[config.mk]
export PLATFORM = sky130hd
export DESIGN_NAME = riscv_mul_arb
export DESIGN_NICKNAME = d
export VERILOG_FILES = /design/src/rtl/riscv_mul_arb.sv
export SDC_FILE = /design/constraint.sdc
export NUM_CORES = 1
export LEC_CHECK = 0
export BUFFER_PORTS_ARGS = -buffer_cell sky130_fd_sc_hd__clkbuf_2
export CORE_AREA = 2 2 120 122
export CTS_CLUSTER_SIZE = 28
export DETAILED_ROUTE_END_ITERATION = 10
export DIE_AREA = 0 0 122 124
export SLEW_MARGIN = 20
export SYNTH_ARGS = -nofsm -noshare
export SYNTH_HDL_FRONTEND = slang
export SYNTH_SLANG_ARGS = --single-unit
[constraint.sdc]
create_clock -name clk_i -period 2.5 [get_ports clk_i]
set_clock_uncertainty 0.1 [all_clocks]
set_input_delay 0.25 -clock clk_i [delete_from_list [all_inputs] [get_ports clk_i]]
set_output_delay 0.25 -clock clk_i [all_outputs]
set_load 0.01 [all_outputs]
[src/rtl/riscv_mul_arb.sv]
// Round-robin arbiter sharing one fixed-latency pipelined multiplier between NREQ requesters.
// Define MUL_ARB_FIXED_PRIO_EN for fixed priority (lowest eligible index wins, no pointer).
module riscv_mul_arb #(
  parameter int unsigned XLEN    = 32,
  parameter int unsigned NREQ    = 2,
  parameter int unsigned LATENCY = 2
) (
  input  logic                 clk_i,
  input  logic                 rst_i,
  input  logic                 flush_i,
  input  logic [NREQ-1:0]      req_valid_i,
  output logic [NREQ-1:0]      req_ready_o,
  input  logic [NREQ*3-1:0]    req_func_i,
  input  logic [NREQ*XLEN-1:0] req_opA_i,
  input  logic [NREQ*XLEN-1:0] req_opB_i,
  output logic                 mul_valid_o,
  output logic [2:0]           mul_func_o,
  output logic [XLEN-1:0]      mul_opA_o,
  output logic [XLEN-1:0]      mul_opB_o,
  input  logic [XLEN-1:0]      mul_r_i,
  output logic [NREQ-1:0]      rsp_valid_o,
  input  logic [NREQ-1:0]      rsp_ready_i,
  output logic [NREQ*XLEN-1:0] rsp_r_o
);

  localparam int unsigned IW = (NREQ > 1) ? $clog2(NREQ) : 1;

  logic [NREQ-1:0]    outstanding_q;
  logic [NREQ-1:0]    eligible;
  logic [NREQ-1:0]    grant;
  logic [IW-1:0]      gidx;
  logic               accept;
  logic [LATENCY-1:0] tag_v_q;
  logic [IW-1:0]      tag_o_q [LATENCY];
  logic [NREQ-1:0]    rsp_valid_q;
  logic [XLEN-1:0]    rsp_r_q [NREQ];

  assign eligible = req_valid_i & ~outstanding_q;

`ifdef MUL_ARB_FIXED_PRIO_EN
  // Scan downwards so the lowest eligible index is the last (winning) assignment.
  always_comb begin
    logic [IW-1:0] ki;
    grant = '0;
    gidx  = '0;
    ki    = '0;
    for (int unsigned k = NREQ; k > 0; k--) begin
      ki = IW'(k - 1);
      if (eligible[ki]) begin
        grant     = '0;
        grant[ki] = 1'b1;
        gidx      = ki;
      end
    end
  end
`else
  logic [IW-1:0] ptr_q;

  always_comb begin
    logic [IW-1:0] idx;
    logic          found;
    grant = '0;
    gidx  = '0;
    found = 1'b0;
    idx   = '0;
    for (int unsigned k = 1; k <= NREQ; k++) begin
      idx = IW'((32'(ptr_q) + k) % NREQ);
      if (!found && eligible[idx]) begin
        found      = 1'b1;
        grant[idx] = 1'b1;
        gidx       = idx;
      end
    end
  end

  always_ff @(posedge clk_i) begin
    if (rst_i) begin
      ptr_q <= IW'(NREQ - 1);
    end else if (accept) begin
      ptr_q <= gidx;
    end
  end
`endif

  assign req_ready_o = grant & ~outstanding_q & {NREQ{~flush_i & ~rst_i}};
  assign accept      = |(req_valid_i & req_ready_o);

  always_comb begin
    mul_valid_o = accept;
    mul_func_o  = '0;
    mul_opA_o   = '0;
    mul_opB_o   = '0;
    if (accept) begin
      mul_func_o = req_func_i[32'(gidx)*3 +: 3];
      mul_opA_o  = req_opA_i[32'(gidx)*XLEN +: XLEN];
      mul_opB_o  = req_opB_i[32'(gidx)*XLEN +: XLEN];
    end
  end

  always_ff @(posedge clk_i) begin
    if (rst_i) begin
      outstanding_q <= '0;
      tag_v_q       <= '0;
      rsp_valid_q   <= '0;
      for (int unsigned s = 0; s < LATENCY; s++) tag_o_q[s] <= '0;
      for (int unsigned i = 0; i < NREQ; i++) rsp_r_q[i] <= '0;
    end else if (flush_i) begin
      outstanding_q <= '0;
      tag_v_q       <= '0;
      rsp_valid_q   <= '0;
    end else begin
      outstanding_q <= (outstanding_q & ~(rsp_valid_q & rsp_ready_i)) | (req_valid_i & req_ready_o);
      tag_v_q[0]    <= accept;
      tag_o_q[0]    <= gidx;
      for (int unsigned s = 1; s < LATENCY; s++) begin
        tag_v_q[s] <= tag_v_q[s-1];
        tag_o_q[s] <= tag_o_q[s-1];
      end
      // Capture overrides the drain term; the owner's buffer is empty by the one-outstanding rule.
      rsp_valid_q <= rsp_valid_q & ~rsp_ready_i;
      if (tag_v_q[LATENCY-1]) begin
        rsp_valid_q[tag_o_q[LATENCY-1]] <= 1'b1;
        rsp_r_q[tag_o_q[LATENCY-1]]     <= mul_r_i;
      end
    end
  end

  assign rsp_valid_o = rsp_valid_q;

  for (genvar g = 0; g < NREQ; g++) begin : g_rsp
    assign rsp_r_o[g*XLEN +: XLEN] = rsp_r_q[g];
  end

endmodule

* Word-level counts from Yosys, hierarchy flattened *
Memory sizes are Yosys's and may differ from the RTL's.
Cells that the tools add are included.

operators by class
  add/subtract/negate cells = 2
  $mul = 1
  $lt $le $gt $ge = 6
  shift-type cells = 3
  mux-type cells = 33
  bitwise gates (word level) = 18
  reductions and logical operators = 8

operator list
  cell                                                                  number
  64-bit by 7-bit variable part select with 32-bit output               2
  32-bit 2-to-1 mux                                                     3
  32-bit OR reduction                                                   1
  1-bit 2-to-1 mux                                                      23
  2-bit AND                                                             7
  1-bit by 2-bit < comparator with 1-bit output, second input constant  3
  2-bit 2-to-1 mux                                                      3
  2-bit inverter                                                        3
  2-bit bitwise OR                                                      3
  6-bit by 4-bit variable part select with 3-bit output                 1
  1-bit logical AND                                                     4
  2-bit OR reduction                                                    2
  1-bit demux with 1-bit select                                         3
  1-bit greater-or-equal comparator, second input constant              3
  1-bit by 2-bit multiplier with 3-bit output, second input constant    1
  3-bit 2-to-1 mux                                                      1
  1-bit adder, second input constant                                    2
  1-bit inverter                                                        2
  1-bit bitwise OR                                                      2
  1-bit AND                                                             1
  1-bit logical NOT                                                     1

word-level totals
  register bits = 7
  memory bits (writable) = 66
  output and inout port bits = 136
  logic and storage cells = 77
  memories = 2

memory list
  name     words  bits a word  rd ports  clocked after Yosys merged registers in  wr ports  line  source
  rsp_r_q  2      32           2         0                                        2         36    logic [XLEN-1:0] rsp_r_q [NREQ];
  tag_o_q  2      1            2         0                                        2         34    logic [IW-1:0] tag_o_q [LATENCY];

* Logic depth before layout (Yosys ltp) *
Gate-level depths: netlist of run 1.

  word-level depth = 13
  gate-level depth with buffers = 5

* Worst setup path after synthesis of run 1 *
Ideal clock, no wire load.

  kind = input to register
  start = input port flush_i
  end = memory rsp_r_q[0][0] (enable)
  library setup time = 375 ps
  arrival time = 1434 ps
  required time = 2025 ps
  slack = 591 ps
  stages = 4
  cell sequence = or2_1 > buf_6 > nor3b_4 > or2_2

RTL lines
  item             line  source
  start, declared  10    input logic flush_i,
  end, declared    36

* Final worst setup path of run 1 *
  start = register outstanding_q[0]
  end = output port mul_opB_o[23]

between the ends
  cells in the longest elaborated chain, start to end = 13
  elaborated cells between the ends (all ways) = 20
  classes of those cells = 1 x shift; 10 x mux; 6 x bitwise; 3 x reduce/logical

RTL lines
  item                                                                                              line    source
  start, declared                                                                                   28      logic [NREQ-1:0] outstanding_q;
  start signal, assigned                                                                            112     outstanding_q <= (outstanding_q & ~(rsp_valid_q & rsp_ready_i)) | (req_valid_i & req_ready_o);
  2-bit inverter *                                                                                  38, 85
  branches (longest 11 deep; another with 64-bit by 7-bit variable part select with 32-bit output)  -
  32-bit 2-to-1 mux *                                                                               93      if (accept) begin
  end, declared                                                                                     19      output logic [XLEN-1:0] mul_opB_o,

Every way passes the cells marked *. The select of a mux whose other input is x is not followed.

==> results of run 1 <==
## metal layers
layer	global-route usage, %	vias to the layer above	part of all wire, %
li1	-	1989	-
met1	20.2	1838	39
met2	28.7	201	50
met3	5.36	13	9.9
met4	4.89	0	1.4
met5	0	-	0
## how the worst max path moves through the flow
stage / endpoint / start / slack [ns] / cells past startpoint
5_1_grt: mul_opB_o[6] / outstanding_q[0] / 0.23 / 5
6_report: mul_opB_o[23] / outstanding_q[0] / 0.32 / 5
2_1_floorplan: rsp_r_q[0][0] / flush_i / 0.59 / 4
3_3_place_gp: mul_opB_o[23] / flush_i / 0.60 / 7
3_5_place_dp: mul_opB_o[17] / flush_i / 0.61 / 7
4_1_cts: mul_opB_o[23] / outstanding_q[0] / 0.32 / 5
## kinds of logic after synthesis
group | after synthesis | synth area share, %
AOI/OAI and AO/OA | 77 | 12.6
buffers and inverters | 40 | 4.98
and+or+nand+nor | 217 | 26.8
DFF | 73 | 55.6
## power groups by stage
| stage | sequential, mW | combinational [mW] | clock, mW |
|---|---|---|---|
| after floorplan | 1.43 | 0.217 | 0 |
| after global placement | 1.41 | 0.522 | 0 |
| after detailed placement | 1.41 | 0.526 | 0 |
| after CTS | 1.39 | 0.528 | 1.15 |
| after global routing | 1.39 | 0.574 | 1.21 |
| final | 1.38 | 0.521 | 1.12 |
## state kept, by name, summed over array words and instances, names as in the netlist
signal and count:
tag_v_q 2, rsp_valid_o 2, ptr_q 1, tag_o_q 2, outstanding_q 2, rsp_r_q 64
## layout make-up
type | instances | share of cell area [%]
well taps | 180 | 3.86
repair buffers | 318 | 28.8
clock inverters | 6 | 0.601
clock buffers | 10 | 3.93
multi-input cells | 294 | 26.2
inverters | 3 | 0.193
flip-flops and latches | 73 | 36.4
## metrics by stage
step / setup WS [ns] / total power [mW] / utilization [%]
CTS: 0.322 / 3.07 / 42.5
floorplan: 0.591 / 1.65 / -
detailed placement: 0.610 / 1.94 / 40.6
finish: 0.317 / 3.03 / 42.5
global route: 0.226 / 3.17 / 42.5
global placement: 0.598 / 1.93 / 40.6
## layout by cell type, fill, tap and decap left out, drive strengths merged
master    instances
a21o              1
and3              1
clkbuf          318
o211ai            1
o21ai             2
nand2b            2
clkinvlp          1
inv               3
a31o              2
and2             66
nor2b             1
a21oi             4
buf              10
edfxtp           66
clkinv            5
nand2           139
dfxtp             7
nor3b             1
nor2              4
o22ai            67
or2               3
==> results.ini, run 1 <==
[synth]
ys_seq_elements = 73
syn-num-nets = 580
syn_inst = 407
netlist-cell-type-count = 25
synth_common_cells = nand2_1, o22ai_1, edfxtp_1, and2_1, clkbuf_1
netlist.area_leader.share_pct = 51.9
synth_most_common_cell = nand2_1
synth_edf_count = 66
synthTopCellsByArea = edfxtp_1, nand2_1, o22ai_1, and2_1, dfxtp_1
synth_top_area_cell = edfxtp_1
synth_area_sq_um = 3820
yosysSeqAreaShare_pct = 55.6
avgSynthCellArea_sq_um = 9.38
ys_warn_count = 0
postSynth.asyncResetShare_pct = 0
synth-main-ff-cell = edfxtp_1

[drt]
drt_wl_total_mm = 13.3
drt_pre_antenna_iters = 4
wire_per_inst_microns = 15.0
drc = 0
ant_nets = 0
drtIter0Drc = 230
viasPerCell = 4.57
via_count = 4041

[sta]
fin_hold_ws_ns = 0.107
fmax_mhz = 458
worst_pin_slew_ns = 0.447
min_period_ns = 2.18
hold_viol = 0
finalCritPeriodShare_pct = 87.3
rsz0062_at_grt = false
setup_viol = 0
max_slew_margin_pct = 70.2
finalMaxSlewViolations = 0
setup_tns_ns = 0

[place]
gp_congestion = 0.903
portBuffers = 308
place_inst = 868
dp_hpwl_mm = 10.4
dpl-instance-area_sq_um = 5560

[die]
boundaryPins = 309
die_height_microns = 124
core_sq_um = 13700
rows = 43
initial_utilization_pct = 27.8
die_w_microns = 122
die-area_sq_um = 15100

[pwr]
power.switching_mw = 0.764
power.internal_mw = 2.26
swShare_pct = 25.2
seqPwrFrac_pct = 45.7
clkPwrFrac_pct = 37.1
leakage_nw = 2.79
peakVddDrop_mv = 0.243
combinationalPowerShare_pct = 17.2
power_density_nw_per_um2 = 520

[cells_and_area]
drive_gt1_share_pct = 49.7
n_antenna_cell = 0
multiInputGateArea_sq_um = 1530
fillers = 1391
final_area_sq_um = 5830
seq_area_sq_um = 2120
layout.nets = 872
area_growth_pct = 52.6
layoutNonFillerInstCount = 884

[min_path]
hold_class = in -> reg
whs_endpoint = rsp_r_q[1][23]
worstHoldStart = mul_r_i[23]
whs_path_depth = 2

[global_routing]
grt_antenna_before_repair = 0
grt_pass1_wl_mm = 19.3
grt.total_usage_pct = 16.7
grt.overflow.total = 0
grt_max_degree = 70
grt_pass1_vias = 3787

[critical_path]
r2r_start = tag_o_q[0][1]
r2r_end = rsp_r_q[1][20]
path_max_fanout = 60
required_ns = 2.15
worst-path-buf-inv = 2
start_kind = flop
crit_chain = nor2b_1, a21o_2, buf_12, o22ai_1, clkbuf_2
crit_type = reg -> out
r2r_slack_ns = 0.95
end_kind = primary output
crit_arrival_ns = 1.83
rr_worst_depth = 3
cp_slowest_cell = a21o_2
cp_slowest_stage_delay_ns = 0.33
critical-path-top-delay-family = compound AO/OA/AOI/OAI gates

[clock_network]
clkTransAtPathRegs_ns = 0.05
insertion_delay_ns = 0.33
cts_tree = yes
cts_buffer_depth = 2
hold_buffers = 0
ctsResizeCount = 0
cts_sinks = 73
cts_max_level = 3
clockRootBuffer = clkbuf_16
post_cts_buffers = 0
cts-buffers-inserted = 9

[run]
cap_violations = 0

[run_status]
status = completed

Power figures use the tool's default switching activity.
==> inputs of run 2 (changes only) <==
CORE_AREA = 3 3 118 120   (was 2 2 120 122)
DIE_AREA = 0 0 121 123   (was 0 0 122 124)
==> results.ini, run 2 (synthesis results as in run 1) <==
[critical_path]
end_kind = primary output
r2r_slack_ns = 0.83
r2r_start = tag_o_q[0][1]
path_max_fanout = 62
cp-endpoint = mul_opB_o[7]
start_kind = flop
r2r_end = rsp_r_q[1][15]
cp-startpoint = outstanding_q[1]
crit_type = reg -> out
rr_worst_depth = 2
crit_arrival_ns = 1.88
required_ns = 2.15

[sta]
setup_tns_ns = 0
worst_pin_slew_ns = 0.789
min_period_ns = 2.23
hold_viol = 0
setup_viol = 0
max_slew_margin_pct = 47.4
finalMaxSlewViolations = 0
rsz0062_at_grt = false
finalCritPeriodShare_pct = 89.1
fmax_mhz = 449

[drt]
drc = 0
viasPerCell = 4.60
wire_per_inst_microns = 14.7
drt_wl_total_mm = 12.9
drtIter0Drc = 266
ant_nets = 0
via_count = 4036
drt_pre_antenna_iters = 4

[place]
portBuffers = 308
place_inst = 860
gp_congestion = 0.886
dp_hpwl_mm = 10.2

[clock_network]
cts-buffers-inserted = 9
insertion_delay_ns = 0.32
ctsResizeCount = 0
clkTransAtPathRegs_ns = 0.05
clockRootBuffer = clkbuf_16
cts_tree = yes
post_cts_buffers = 0
cts_buffer_depth = 2
cts_sinks = 73
hold_buffers = 0
cts_max_level = 3

[global_routing]
grt_util_met2_pct = 27.3
grt_pass1_vias = 3620
grt-busiest-layer = met2
grt.overflow.total = 0
grt_max_degree = 139
grtUsageMet1_pct = 18.6
grt_antenna_before_repair = 1
grt.total_usage_pct = 16.1
globalRouteMet3Util_pct = 5.44
grt_pass1_wl_mm = 18.7

[pwr]
leakage_nw = 2.76
power_density_nw_per_um2 = 519
peakVddDrop_mv = 0.249

[run]
cap_violations = 0

[cells_and_area]
drive_gt1_share_pct = 49.1
layout.nets = 868
fillers = 1265
final_common_cell = clkbuf_2
seq_area_sq_um = 2120
most-common-layout-cells = clkbuf_2, nand2_1, o22ai_1
post-route-util_pct = 44.2
largest_register_ff_count = 64
layoutNonFillerInstCount = 877
multiInputGateArea_sq_um = 1530
top_register = rsp_r_q
area_growth_pct = 51.4

[die]
boundaryPins = 309
initial_utilization_pct = 29.2
core_sq_um = 13100
die-area_sq_um = 14900
die_height_microns = 123
rows = 42
die_w_microns = 121

[min_path]
worstHoldStart = mul_r_i[13]
hold_class = in -> reg

[run_status]
status = completed

==> run 2: cell count changes in the layout (fill, tap and decap cells not counted) <==
cell and change:
clkinv_4 -1, buf_4 -3, inv_6 +1, clkinv_1 +3, clkbuf_1 -1, diode_2 +1
clkinv_2 -2, buf_12 -1
==> run 2: power breakdown <==
part	total, mW	internal (mW)	switching (mW)
Sequential	1.39	1.37	0.0151
Clock	1.10	0.658	0.447
Combinational	0.510	0.225	0.285
==> run 2: critical path: stages (launching register included) <==
cell and delay (ns):
dfxtp_1 0.30, nand2b_1 0.21, a21o_2 0.30, buf_12 0.20, o22ai_1 0.29, clkbuf_2 0.20
==> run 2: final cells by class <==
class | count | share of cell area (%)
tap | 176 | 3.81
clock buffer | 9 | 3.90
sequential | 73 | 36.7
timing repair buffer | 314 | 28.3
clock inverter | 7 | 0.628
multi-input combinational | 294 | 26.4
antenna | 1 | 0.0433
inverter | 3 | 0.195
==> run 2: how the worst min path moves through the flow <==
stage	depth (start not counted)	slack (ns)	to
after floorplan	2	0.27	ptr_q
after global placement	1	0.31	tag_v_q[1]
after detailed placement	1	0.31	tag_v_q[1]
after CTS	2	0.1	rsp_r_q[0][13]
after global routing	3	0.11	rsp_valid_o[1]
final	2	0.11	rsp_r_q[0][13]
==> run 2: metrics by stage <==
stage	setup WS, ns	power [mW]	instance area, sq um	hold slack [ns]
floorplan	0.591	1.65	3820	0.274
global placement	0.576	1.92	5520	0.310
detailed placement	0.592	1.92	5520	0.311
CTS	0.254	3.04	5780	0.0999
global route	0.170	3.13	5780	0.111
finish	0.273	3.00	5780	0.112
==> run 2: per-layer routing <==
layer / routed length (microns) / part of all wire, % / vias up
li1: - / - / 1985
met1: 4740 / 37 / 1808
met2: 6490 / 50 / 219
met3: 1350 / 10 / 24
met4: 339 / 2.6 / 0
met5: 0 / 0 / -
